===== src/rtl/axi_lite_apb_bridge.sv =====
// AXI4-Lite slave to APB master bridge: one transfer in flight, round-robin
// read/write arbitration, one-hot pselx decode and an ACCESS timeout guard.
module axi_lite_apb_bridge #(
  parameter int AW      = 32,
  parameter int DW      = 32,
  parameter int SEL_LSB = 12,
  parameter int TIMEOUT = 255
) (
  input  logic            clock,
  input  logic            resetn,
  input  logic [AW-1:0]   s_awaddr,
  input  logic [2:0]      s_awprot,
  input  logic            s_awvalid,
  output logic            s_awready,
  input  logic [DW-1:0]   s_wdata,
  input  logic [DW/8-1:0] s_wstrb,
  input  logic            s_wvalid,
  output logic            s_wready,
  output logic [1:0]      s_bresp,
  output logic            s_bvalid,
  input  logic            s_bready,
  input  logic [AW-1:0]   s_araddr,
  input  logic [2:0]      s_arprot,
  input  logic            s_arvalid,
  output logic            s_arready,
  output logic [DW-1:0]   s_rdata,
  output logic [1:0]      s_rresp,
  output logic            s_rvalid,
  input  logic            s_rready,
  output logic [AW-1:0]   m_paddr,
  output logic [2:0]      m_pprot,
  output logic [3:0]      m_pselx,
  output logic            m_penable,
  output logic            m_pwrite,
  output logic [DW-1:0]   m_pwdata,
  output logic [DW/8-1:0] m_pstrb,
  input  logic            m_pready,
  input  logic            m_pslverr,
  input  logic [DW-1:0]   m_prdata
);
  localparam int SW = DW / 8;
  localparam int CW = $clog2(TIMEOUT + 1);
  localparam logic [1:0] OKAY   = 2'b00;
  localparam logic [1:0] SLVERR = 2'b10;

  typedef enum logic [1:0] {IDLE, SETUP, ACCESS, RESP} state_e;

  state_e          state_q, state_d;
  logic            pref_wr_q, pref_wr_d;
  logic [AW-1:0]   paddr_q, paddr_d;
  logic [2:0]      pprot_q, pprot_d;
  logic            pwrite_q, pwrite_d;
  logic [DW-1:0]   pwdata_q, pwdata_d;
  logic [SW-1:0]   pstrb_q, pstrb_d;
  logic [3:0]      sel_q, sel_d;
  logic [CW-1:0]   cnt_q, cnt_d;
  logic [1:0]      resp_q, resp_d;
  logic [DW-1:0]   rdata_q, rdata_d;
  logic            gnt_wr, gnt_rd;

  always_ff @(posedge clock or negedge resetn) begin
    if (!resetn) begin
      state_q   <= IDLE;
      pref_wr_q <= 1'b1;
      paddr_q   <= '0;
      pprot_q   <= '0;
      pwrite_q  <= 1'b0;
      pwdata_q  <= '0;
      pstrb_q   <= '0;
      sel_q     <= '0;
      cnt_q     <= '0;
      resp_q    <= OKAY;
      rdata_q   <= '0;
    end else begin
      state_q   <= state_d;
      pref_wr_q <= pref_wr_d;
      paddr_q   <= paddr_d;
      pprot_q   <= pprot_d;
      pwrite_q  <= pwrite_d;
      pwdata_q  <= pwdata_d;
      pstrb_q   <= pstrb_d;
      sel_q     <= sel_d;
      cnt_q     <= cnt_d;
      resp_q    <= resp_d;
      rdata_q   <= rdata_d;
    end
  end

  // A write needs both address and data present; ties go to the preferred side.
  assign gnt_wr = (state_q == IDLE) && s_awvalid && s_wvalid && (pref_wr_q || !s_arvalid);
  assign gnt_rd = (state_q == IDLE) && s_arvalid && !gnt_wr;

  always_comb begin
    state_d   = state_q;
    pref_wr_d = pref_wr_q;
    paddr_d   = paddr_q;
    pprot_d   = pprot_q;
    pwrite_d  = pwrite_q;
    pwdata_d  = pwdata_q;
    pstrb_d   = pstrb_q;
    sel_d     = sel_q;
    cnt_d     = cnt_q;
    resp_d    = resp_q;
    rdata_d   = rdata_q;
    unique case (state_q)
      IDLE: begin
        if (gnt_wr) begin
          paddr_d   = s_awaddr;
          pprot_d   = s_awprot;
          pwrite_d  = 1'b1;
          pwdata_d  = s_wdata;
          pstrb_d   = s_wstrb;
          sel_d     = 4'b0001 << s_awaddr[SEL_LSB +: 2];
          cnt_d     = '0;
          pref_wr_d = !pref_wr_q;
          state_d   = SETUP;
        end else if (gnt_rd) begin
          paddr_d   = s_araddr;
          pprot_d   = s_arprot;
          pwrite_d  = 1'b0;
          pwdata_d  = '0;
          pstrb_d   = '0;
          sel_d     = 4'b0001 << s_araddr[SEL_LSB +: 2];
          cnt_d     = '0;
          pref_wr_d = !pref_wr_q;
          state_d   = SETUP;
        end
      end
      SETUP: state_d = ACCESS;
      ACCESS: begin
        if (m_pready) begin
          resp_d  = m_pslverr ? SLVERR : OKAY;
          if (!pwrite_q) rdata_d = m_prdata;
          state_d = RESP;
        end else if (cnt_q == CW'(TIMEOUT - 1)) begin
          // Slave never answered: give up so the AXI side is not hung.
          resp_d  = SLVERR;
          rdata_d = '0;
          state_d = RESP;
        end else begin
          cnt_d = cnt_q + 1'b1;
        end
      end
      RESP: if (pwrite_q ? s_bready : s_rready) state_d = IDLE;
      default: state_d = IDLE;
    endcase
  end

  assign s_awready = gnt_wr;
  assign s_wready  = gnt_wr;
  assign s_arready = gnt_rd;
  assign s_bvalid  = (state_q == RESP) && pwrite_q;
  assign s_rvalid  = (state_q == RESP) && !pwrite_q;
  assign s_bresp   = resp_q;
  assign s_rresp   = resp_q;
  assign s_rdata   = rdata_q;
  assign m_paddr   = paddr_q;
  assign m_pprot   = pprot_q;
  assign m_pwrite  = pwrite_q;
  assign m_pwdata  = pwdata_q;
  assign m_pstrb   = pstrb_q;
  assign m_pselx   = (state_q == SETUP || state_q == ACCESS) ? sel_q : 4'b0000;
  assign m_penable = (state_q == ACCESS);
endmodule


===== config.mk =====
export PLATFORM = sky130hd
export DESIGN_NAME = axi_lite_apb_bridge
export DESIGN_NICKNAME = d
export VERILOG_FILES = /design/src/rtl/axi_lite_apb_bridge.sv
export SDC_FILE = /design/constraint.sdc
export NUM_CORES = 1
export LEC_CHECK = 0
export CORE_MARGIN = 4
export CORE_UTILIZATION = 35
export DETAILED_ROUTE_END_ITERATION = 6
export GPL_TIMING_DRIVEN = 0
export PLACE_DENSITY = 0.77
export SLEW_MARGIN = 20
export SYNTH_ARGS = -nofsm -noshare
export SYNTH_HDL_FRONTEND = slang
export SYNTH_SLANG_ARGS = --single-unit

===== constraint.sdc =====
create_clock -name clock -period 2.1 [get_ports clock]
set_input_delay 0.525 -clock clock [delete_from_list [all_inputs] [get_ports clock]]
set_output_delay 0.525 -clock clock [all_outputs]
set_load 0.01 [all_outputs]

Word-level counts from Yosys, hierarchy flattened
Index checks and enable logic that the tools add are counted.

word-level totals
  bits of input ports = 147
  output and inout bits = 118
  register bits after elaboration = 121
  logic and storage cells = 79

cells by class
  add/subtract/negate cells = 1
  reduce and logical (&&, ||, !) cells = 22
  shift-type cells = 2
  equal/unequal tests = 10
  mux-type cells = 33

operators by type and width
  operator               count
  $mux W32               7
  $mux W8                4
  $mux W4                5
  $mux W2                8
  $pmux W8 S2            1
  $add A8 B1 Y8 const B  1
  $eq A8 B8 Y1 const B   1
  $ne A2 B2 Y1 const B   4
  $pmux W2 S4            1
  $shl A1 B2 Y4 const A  2
  $logic_and A1 B1 Y1    7
  $mux W3                2
  $reduce_and A3 Y1      2
  $reduce_bool A2 Y1     3
  $mux W1                5
  $eq A2 B2 Y1 const B   2
  $logic_not A1 Y1       4
  $reduce_and A2 Y1      2
  $reduce_and A4 Y1      1
  $ne A3 B1 Y1 const B   1
  $ne A3 B3 Y1 const B   1
  $eq A2 B1 Y1 const B   1
  $logic_not A2 Y1       1
  $logic_or A1 B1 Y1     2

Logic depth before layout (Yosys ltp)
Gate-level depths: netlist of run 1.

  word-level depth = 9
  depth in mapped cells = 9

Worst setup path after synthesis of run 1
Ideal clock, no wire load.

  kind = flip-flop to output port
  from = reg state_q[0]
  to = out s_wready
  path slack = 0.229 ns
  data required time = 1.575 ns
  arrival = 1.346 ns
  buffers on the path = 3
  stages on the path, launching flop included = 8
  cells stage by stage = dfrtp_1 inv_1 ha_1 buf_2 nand4_2 inv_2 buf_2 buf_4

between the ends
  word-level cells in the longest chain between the ends = 4

ends and longest elaborated chain
  what                               line  text
  start, declared                    48    state_e state_q, state_d;
  start signal, assigned             75    state_q <= state_d;
  $logic_not A2 Y1                   90    assign gnt_wr = (state_q == IDLE) && s_awvalid && s_wvalid && (pref_wr_q || !s_arvalid);
  $logic_and A1 B1 Y1 (3 in series)  90
  end, declared                      18    output logic s_wready,

Every way passes these cells.

Worst setup path after layout of run 1
  from = reg pref_wr_q
  to = out s_wready

between the ends
  word-level cells in the longest chain between the ends = 2

ends and longest elaborated chain
  what                    line  text
  start, declared         49    logic pref_wr_q, pref_wr_d;
  start signal, assigned  76    pref_wr_q <= pref_wr_d;
  $logic_or A1 B1 Y1      90
  $logic_and A1 B1 Y1     90

Every way passes these cells.

==> results of run 1 <==
## placed cells by master, fill, tap and decap left out, drive strengths merged, types with 2 or more instances in the layout
cell type,netlist,routed
ha,6,6
nor2,46,46
o21a,3,3
a31oi,41,41
clkdlybuf4s50,0,250
clkbuf,11,33
and3,2,2
nand3,9,9
dfrtp,119,119
a21o,2,2
nand2b,3,3
buf,26,39
nand2,79,79
or3,2,2
inv,6,8
and2,5,5
a22o,69,69
nand4,2,2
a21oi,4,4
clkdlybuf4s15,0,6
conb,1,2
nor2b,2,2
clkinvlp,0,7
clkinv,0,3
nand3b,5,5
o21ai,5,5
a2bb2oi,2,2
## logic make-up (layout without fill, tap and decap cells)
kind of cell | after synthesis | count (layout)
AOI/OAI and AO/OA | 134 | 134
xor gates and xnor gates | 1 | 1
adders and majority gates | 6 | 6
buffers and inverters | 43 | 348
DFF | 120 | 120
muxes | 2 | 2
other | 1 | 2
and+or+nand+nor | 159 | 159
## metrics by stage
step | TNS, ns | cells | cell area [um2] | setup WS (ns)
floorplan | 0 | 467 | 5100 | 0.229
global placement | -492.54 | 909 | 7950 | -4.07
detailed placement | -10.28 | 910 | 7980 | -0.786
CTS | -0.154 | 951 | 8660 | -0.0822
global route | -0.00112 | 952 | 8710 | -0.00112
finish | 0 | 952 | 8710 | 0.0534
## critical path: stages (launching register included)
cell	delay, ns
dfstp_2	0.54
nand2b_4	0.13
nand4_4	0.12
inv_4	0.12
buf_6	0.10
buf_6	0.09
## routing by layer
| metal | up-vias | wire length, um |
|---|---|---|
| met5 | - | 0 |
| met4 | 0 | 340 |
| met3 | 26 | 1450 |
| met2 | 221 | 8450 |
| met1 | 2326 | 6710 |
| li1 | 2258 | - |
## cell type report
class	count	area, um2	area share, %
buffer	35	215	2.47
multi-input combinational	304	1930	22.1
clock buffer	19	443	5.09
sequential	120	3010	34.5
inverter	6	25.0	0.287
tap	180	225	2.59
clock inverter	13	123	1.41
timing repair buffer	275	2750	31.5
## power by group through the flow
stage                     logic, W  registers [W]  clock network, W
after CTS                  0.00575        0.00404           0.00281
after floorplan            0.00198        0.00442                 0
final                      0.00577        0.00403           0.00276
after detailed placement   0.00556        0.00404                 0
after global routing       0.00623        0.00416           0.00292
after global placement     0.00543        0.00400                 0
## registers in the layout (all words and copies together) (netlist names)
name	flops
state_q	2
m_pstrb	4
m_pwrite	1
m_pprot	3
m_paddr	32
s_bresp	1
m_pwdata	32
cnt_q	8
sel_q	4
pref_wr_q	1
s_rdata	32
## worst max path at each step
| stage | endpoint | slack [ns] | cells after the start |
|---|---|---|---|
| global route | s_wready | -0.001 | 6 |
| floorplan | s_wready | 0.23 | 7 |
| detailed placement | s_wready | -0.79 | 7 |
| CTS | s_arready | -0.08 | 8 |
| finish | s_wready | 0.05 | 5 |
| global placement | m_paddr[4] | -4.07 | 1 |
## timing repair
action / in CTS / in global routing
gates cloned: 0 / 0
pin swaps: 2 / 2
gates resized for setup: 44 / 23
endpoints found under the setup margin: 10 / 65
buffers inserted: 9 / 3
==> results.yml, run 1 <==
run:
  maxCapViolCount: 0
route:
  dr.pass1.iters: 5
  drt-wirelength-per-cell_um: 17.8
  dr.first_iter.drc_count: 209
  route.detailed.drc: 0
  routed_wl_um: 17000
  vias_per_cell: 5.07
  ant_nets: 0
  via_count: 4831
power_and_ir_drop:
  seqPwrFrac_pct: 32.1
  max-vdd-ir-drop_uv: 651
  combPwrFrac_pct: 46.0
  power_density_mw_per_mm2: 1440
  switching_share_pct: 33.8
  clock_power_share_pct: 22.0
  p_switching_w: 0.00425
  p_leak_nw: 3.79
  p_int_w: 0.00831
  power.total_w: 0.0126
cells_and_area:
  final_util_pct: 61.8
  nFillCells: 1134
  drive_gt1_share_pct: 13.0
  fin_nets: 912
  diodes: 0
  syn2layout_area_growth_pct: 70.7
sta:
  period_minus_slack_ns: 2.05
  drv_slew: 0
  hold_ws_ns: 0.0794
  setup_violations: 0
  finalClockSkew_ns: 0.00901
  hold_violations: 0
  tightest_slew_ns: 0.589
  fin_crit_sh_pct: 97.5
  relSlewSlack_pct: 60.7
  clock.fmax_mhz: 489
critical_path:
  critical_path.max_fanout: 5
  cp-startpoint: "pref_wr_q"
  endpoint_kind: "primary output"
  cp.required_ns: 1.57
  r2r-end: "state_q[1]"
  crit_arrival_ns: 1.52
  start_kind: "flop"
  r2r-start: "state_q[0]"
  r2r_cells: 7
  r2r_slack_ns: 0.14
  crit_type: "flop to primary output"
placed_design:
  dp_hpwl_um: 12700
  portBuffers: 262
  gp_congestion: 0.852
grt:
  met1_usage_pct: 24.5
  busiest_layer: "met2"
  grt_usage_pct: 20.7
  antenna_found_initial: 0
  grt_max_degree: 64
  grt_pass1_wl_um: 26900
  grt_pass1_vias: 5250
  use_met3_pct: 6.77
  met2_usage_pct: 35.1
  gr-total-overflow: 0
clock_tree:
  clockBufferDepth: 2
  cts_tree: "built"
  clk_latency_ns: 0.42
  cts_hold_buf: 0
  clock-sinks: 120
  cts-buffers-inserted: 17
  cts_root_buf: "clkbuf_16"
  htreeDepth: 4
  clkTransAtPathRegs_ns: 0.06
logic_synthesis:
  ys_seq_area_share_pct: 58.9
  synth_ff_type: "dfrtp_1"
  synth_area_per_cell_um2: 10.9
  ys_ff_latch: 120
  syn_area_mm2: 0.00510
  ys_types: 47
  yosys.area_share.simple_pct: 13.8
  synth_fa_ha_area_share_pct: 1.47
  muxShareOfSynthArea_pct: 0.417
  ys_async_sr_fraction_pct: 100
  yosysMostFrequentCell: "dfrtp_1"
  synthCells: 466
  yosysTopAreaCell: "dfrtp_1"
  yosys_warnings: 0
  synth-edff-count: 0
  ys_top_cells_by_count: "119 x dfrtp_1, 79 x nand2_1, 69 x a22o_1"
  synth_top_family_by_area: "compound AO/OA/AOI/OAI gates"
  netlist_top_cells_area: "dfrtp_1 58%, a22o_1 12%, nand2_1 5.8%"
  yosys.area.top_type_share_pct: 58.4
  synth_xor_area_share_pct: 0.172
  synth_compound_area_share_pct: 20.7
floorplan:
  die_h_um: 129
  rows: 43
  ioPinCount: 265
  die_area_mm2: 0.0166
  coreArea_mm2: 0.0141
  die_w_um: 129
  start_util_pct: 36.2
outcome:
  run_status: "finished, final reports clean"
worst_hold_path:
  hold_class: "input pin to asynchronous set/reset pin"
Power figures use the tool's default switching activity.
==> run 2: changes to the inputs <==
- CORE_ASPECT_RATIO: not set -> 1.5
- CORE_UTILIZATION: 35 -> 40
- PLACE_DENSITY: 0.77 -> 0.86
==> results.yml, run 2 (same netlist as run 1, synthesis figures left out) <==
route:
  drt-wirelength-per-cell_um: 18.6
  dr.pass1.iters: 4
  vias_per_cell: 5.31
  dr.first_iter.drc_count: 152
  route.detailed.drc: 0
  ant_nets: 0
  routed_wl_um: 17300
  via_count: 4958
power_and_ir_drop:
  max-vdd-ir-drop_uv: 733
  p_leak_nw: 3.84
  power_density_mw_per_mm2: 1450
grt:
  busiest_layer: "met2"
  grt_pass1_wl_um: 27700
  antenna_found_initial: 0
  grt_pass1_vias: 5609
  use_met3_pct: 6.60
  grt_max_degree: 69
  grt_usage_pct: 23.8
  met2_usage_pct: 42.9
  met1_usage_pct: 25.6
  gr-total-overflow: 0
cells_and_area:
  final_area_mm2: 0.00870
  final_common_cell: "clkdlybuf4s50_1"
  syn2layout_area_growth_pct: 70.6
  final_util_pct: 69.6
  drive_gt1_share_pct: 12.7
  diodes: 0
  fin_nets: 917
  layout_common_cells: "249 x clkdlybuf4s50_1, 119 x dfrtp_1, 78 x nand2_1"
  fin_cells: 933
  nFillCells: 906
placed_design:
  gp_congestion: 0.803
  placed_area_mm2: 0.00795
  dp.cells: 886
  portBuffers: 262
  dp_hpwl_um: 12900
sta:
  finalClockSkew_ns: 0.00534
  drv_slew: 0
  fin_crit_sh_pct: 99.7
  period_minus_slack_ns: 2.09
  relSlewSlack_pct: 55.9
  setup_violations: 0
  rsz0062_at_grt: "true"
  tightest_slew_ns: 0.662
  tns_ns: 0
  hold_violations: 0
  clock.fmax_mhz: 477
outcome:
  run_status: "finished, final reports clean"
floorplan:
  ioPinCount: 265
  rows: 50
  start_util_pct: 40.8
  coreArea_mm2: 0.0125
  die_h_um: 146
  die_area_mm2: 0.0147
  die_w_um: 100
clock_tree:
  clock-sinks: 120
  htreeDepth: 4
  cts_hold_buf: 0
  cts_tree: "built"
  clk_latency_ns: 0.41
  cts_root_buf: "clkbuf_16"
  clockBufferDepth: 2
  clkTransAtPathRegs_ns: 0.05
  cts-buffers-inserted: 17
critical_path:
  critical_path.max_fanout: 6
  r2r-start: "state_q[0]"
  crit_arrival_ns: 1.57
  crit_type: "input pin to primary output"
  r2r_cells: 8
  endpoint_kind: "primary output"
  r2r_slack_ns: 0.12
  r2r-end: "s_rdata[9]"
  start_kind: "input pin"
  cp.required_ns: 1.57
worst_hold_path:
  hold_class: "input pin to asynchronous set/reset pin"
run:
  maxCapViolCount: 0
==> run 2: changes by cell type in the layout (fill, tap and decap cells not counted), sizes merged <==
cell / delta
inv: +4
clkdlybuf4s15: -1
buf: +7
clkbuf: -2
clkinvlp: -4
dlymetal6s2s: +1
clkdlybuf4s50: -1
clkinv: +1
==> run 2: stage by stage <==
| step | total power [W] | hold slack [ns] | setup WS, ns |
|---|---|---|---|
| 3_5_place_dp | 0.00962 | 0.480 | -0.813 |
| 5_1_grt | 0.0133 | 0.0992 | -0.0561 |
| 4_1_cts | 0.0127 | 0.0753 | -0.0385 |
| 3_3_place_gp | 0.00940 | 0.476 | -3.90 |
| 2_1_floorplan | 0.00640 | 0.229 | 0.229 |
| 6_report | 0.0126 | 0.0615 | 0.00545 |
==> run 2: worst max path at each step <==
stage / startpoint / to / cells after the start
floorplan: state_q[0] / s_wready / 7
global placement: resetn / m_paddr[11] / 1
detailed placement: s_arvalid / s_wready / 7
CTS: state_q[1] / s_arready / 8
global route: pref_wr_q / s_wready / 6
finish: s_wvalid / s_wready / 6
==> run 2: layer usage <==
layer	up-vias	wire, um	part of all wire (%)
li1	2267	-	-
met1	2406	6220	36
met2	238	9150	53
met3	47	1380	7.9
met4	0	596	3.4
met5	-	0	0
==> run 2: repair_timing <==
item | 4_1_cts | 5_1_grt
resized for setup | 37 | 15
buffers inserted | 14 | 2
endpoints found under the setup margin | 10 | 17
pin swaps | 2 | 1
==> run 2: worst max-delay path, cell delays in order <==
cell,delay [ns]
clkdlybuf4s50_1,0.54
nand4_4,0.10
inv_2,0.09
buf_8,0.13
buf_6,0.09
buf_6,0.09
==> run 2: final cells by class <==
class                           count  area (um2)  area share, %
Inverter                            6        22.5          0.259
Multi-Input combinational cell    304        1920           22.1
Tap cell                          156         195           2.24
Buffer                             36         220           2.53
Timing Repair Buffer              279        2760           31.7
Clock inverter                     14         139           1.60
Sequential cell                   120        3000           34.5
Clock buffer                       18         439           5.05
==> run 2: report_power, final <==
part	internal, W	leakage [nW]	switching [W]
combinational	0.00325	2.08	0.00251
clock	0.00169	0.276	0.00112
sequential	0.00339	1.48	0.000673
==> run 3: changes to the inputs <==
- CAP_MARGIN: not set -> 40
- CTS_CLUSTER_DIAMETER: not set -> 50
==> results.yml, run 3 (same netlist as run 1, synthesis figures left out) <==
outcome:
  run_status: "finished, final reports clean"
worst_hold_path:
  hold_class: "input pin to asynchronous set/reset pin"
sta:
  setup_violations: 0
  tns_ns: 0
  rsz0062_at_grt: "false"
  tightest_slew_ns: 0.652
  worst_slack_ns: 0.0591
  fin_crit_sh_pct: 97.2
  clock.fmax_mhz: 490
  period_minus_slack_ns: 2.04
  hold_violations: 0
  drv_slew: 0
  finalClockSkew_ns: 0.0110
  relSlewSlack_pct: 56.5
power_and_ir_drop:
  power.total_w: 0.0128
  power_density_mw_per_mm2: 1460
  p_leak_nw: 3.84
  max-vdd-ir-drop_uv: 821
placed_design:
  placed_area_mm2: 0.00795
  gp_congestion: 0.803
  portBuffers: 262
  dp_hpwl_um: 13000
  pre_cts_slack_ns: -0.798
critical_path:
  crit_type: "flop to primary output"
  endpoint_kind: "primary output"
  slowest_stage: "dfrtp_1"
  crit_arrival_ns: 1.52
  cp.required_ns: 1.57
  r2r-start: "pref_wr_q"
  r2r_cells: 10
  crit_family: "flip-flops"
  crit_chain: "inv_2, ha_4, and2_1, clkdlybuf4s15_1"
  r2r_slack_ns: 0.11
  critPathMaxStageDelay_ns: 0.37
  worst-path-buf-inv: 2
  start_kind: "flop"
  r2r-end: "m_paddr[20]"
  critical_path.max_fanout: 5
clock_tree:
  cts_hold_buf: 0
  cts-buffers-inserted: 17
  htreeDepth: 4
  clockBufferDepth: 2
  clock-sinks: 120
  clk_latency_ns: 0.41
  clkTransAtPathRegs_ns: 0.06
  cts_root_buf: "clkbuf_16"
  cts_tree: "built"
grt:
  grt_max_degree: 69
  grt_usage_pct: 24.2
  gr-total-overflow: 0
  use_met3_pct: 6.50
  met1_usage_pct: 26.0
  grt_pass1_wl_um: 28200
  busiest_layer: "met2"
  antenna_found_initial: 0
  grt_pass1_vias: 5635
  met2_usage_pct: 43.9
cells_and_area:
  layout_common_cells: "249 x clkdlybuf4s50_1, 119 x dfrtp_1, 78 x nand2_1"
  drive_gt1_share_pct: 12.5
  nFillCells: 907
  final_util_pct: 69.8
  multi_input_area_mm2: 0.00192
  final_common_cell: "clkdlybuf4s50_1"
  final_area_mm2: 0.00874
  fin_nets: 916
  diodes: 0
  syn2layout_area_growth_pct: 71.3
  seq_area_mm2: 0.00300
route:
  ant_nets: 0
  via_count: 4934
  drt-wirelength-per-cell_um: 18.7
  dr.pass1.iters: 4
  route.detailed.drc: 0
  vias_per_cell: 5.29
  dr.first_iter.drc_count: 173
  routed_wl_um: 17400
floorplan:
  die_w_um: 100
  die_h_um: 146
  rows: 50
  ioPinCount: 265
  die_area_mm2: 0.0147
  start_util_pct: 40.8
  coreArea_mm2: 0.0125
run:
  maxCapViolCount: 0
[run 3: worst max path at each step]
stage,depth (start not counted),endpoint,slack (ns),startpoint
after floorplan,7,s_wready,0.23,state_q[0]
after global placement,1,m_paddr[11],-3.90,resetn
after detailed placement,7,s_wready,-0.80,s_arvalid
after CTS,8,s_arready,-0.02,state_q[1]
after global routing,4,s_rvalid,0.003,state_q[1]
final,4,m_pselx[1],0.06,state_q[0]
[run 3: area by class of cell]
class | instances | share of cell area, %
well taps | 156 | 2.23
clock inverters | 14 | 1.86
multi-input cells | 304 | 22.0
inverters | 6 | 0.286
clock buffers | 18 | 5.03
repair buffers | 279 | 31.9
plain buffers | 35 | 2.33
flip-flops and latches | 120 | 34.4
[run 3: per-stage QoR]
step,hold WS (ns),std cells
detailed placement,0.483,886
floorplan,0.229,467
global placement,0.476,885
CTS,0.0758,930
finish,0.0597,932
global route,0.101,932
[run 3: worst register-to-register path, stage by stage, from the launching register on]
cell	delay, ns
dfstp_2	0.53
nand2b_4	0.12
nand4_4	0.12
inv_4	0.13
buf_4	0.12
buf_4	0.11
buf_4	0.12
buf_4	0.18
buf_4	0.20
nand2_1	0.08
a31oi_1	0.19
[run 3: power breakdown]
part           switching (W)  leakage, nW  internal [W]
Combinational        0.00251         2.07       0.00324
Clock                0.00113        0.283       0.00181
Sequential          0.000678         1.48       0.00338
[run 3: per-layer routing]
| metal | vias to the layer above | share of wire (%) |
|---|---|---|
| met5 | - | 0 |
| met4 | 0 | 2.9 |
| met3 | 35 | 7.1 |
| met2 | 216 | 53 |
| met1 | 2414 | 37 |
| li1 | 2269 | - |
[run 3: repair_timing]
action,in CTS,in global routing
setup endpoints to repair,10,9
resized for setup,42,11
pin swaps,1,0
cloned,1,0
buffers inserted,11,4
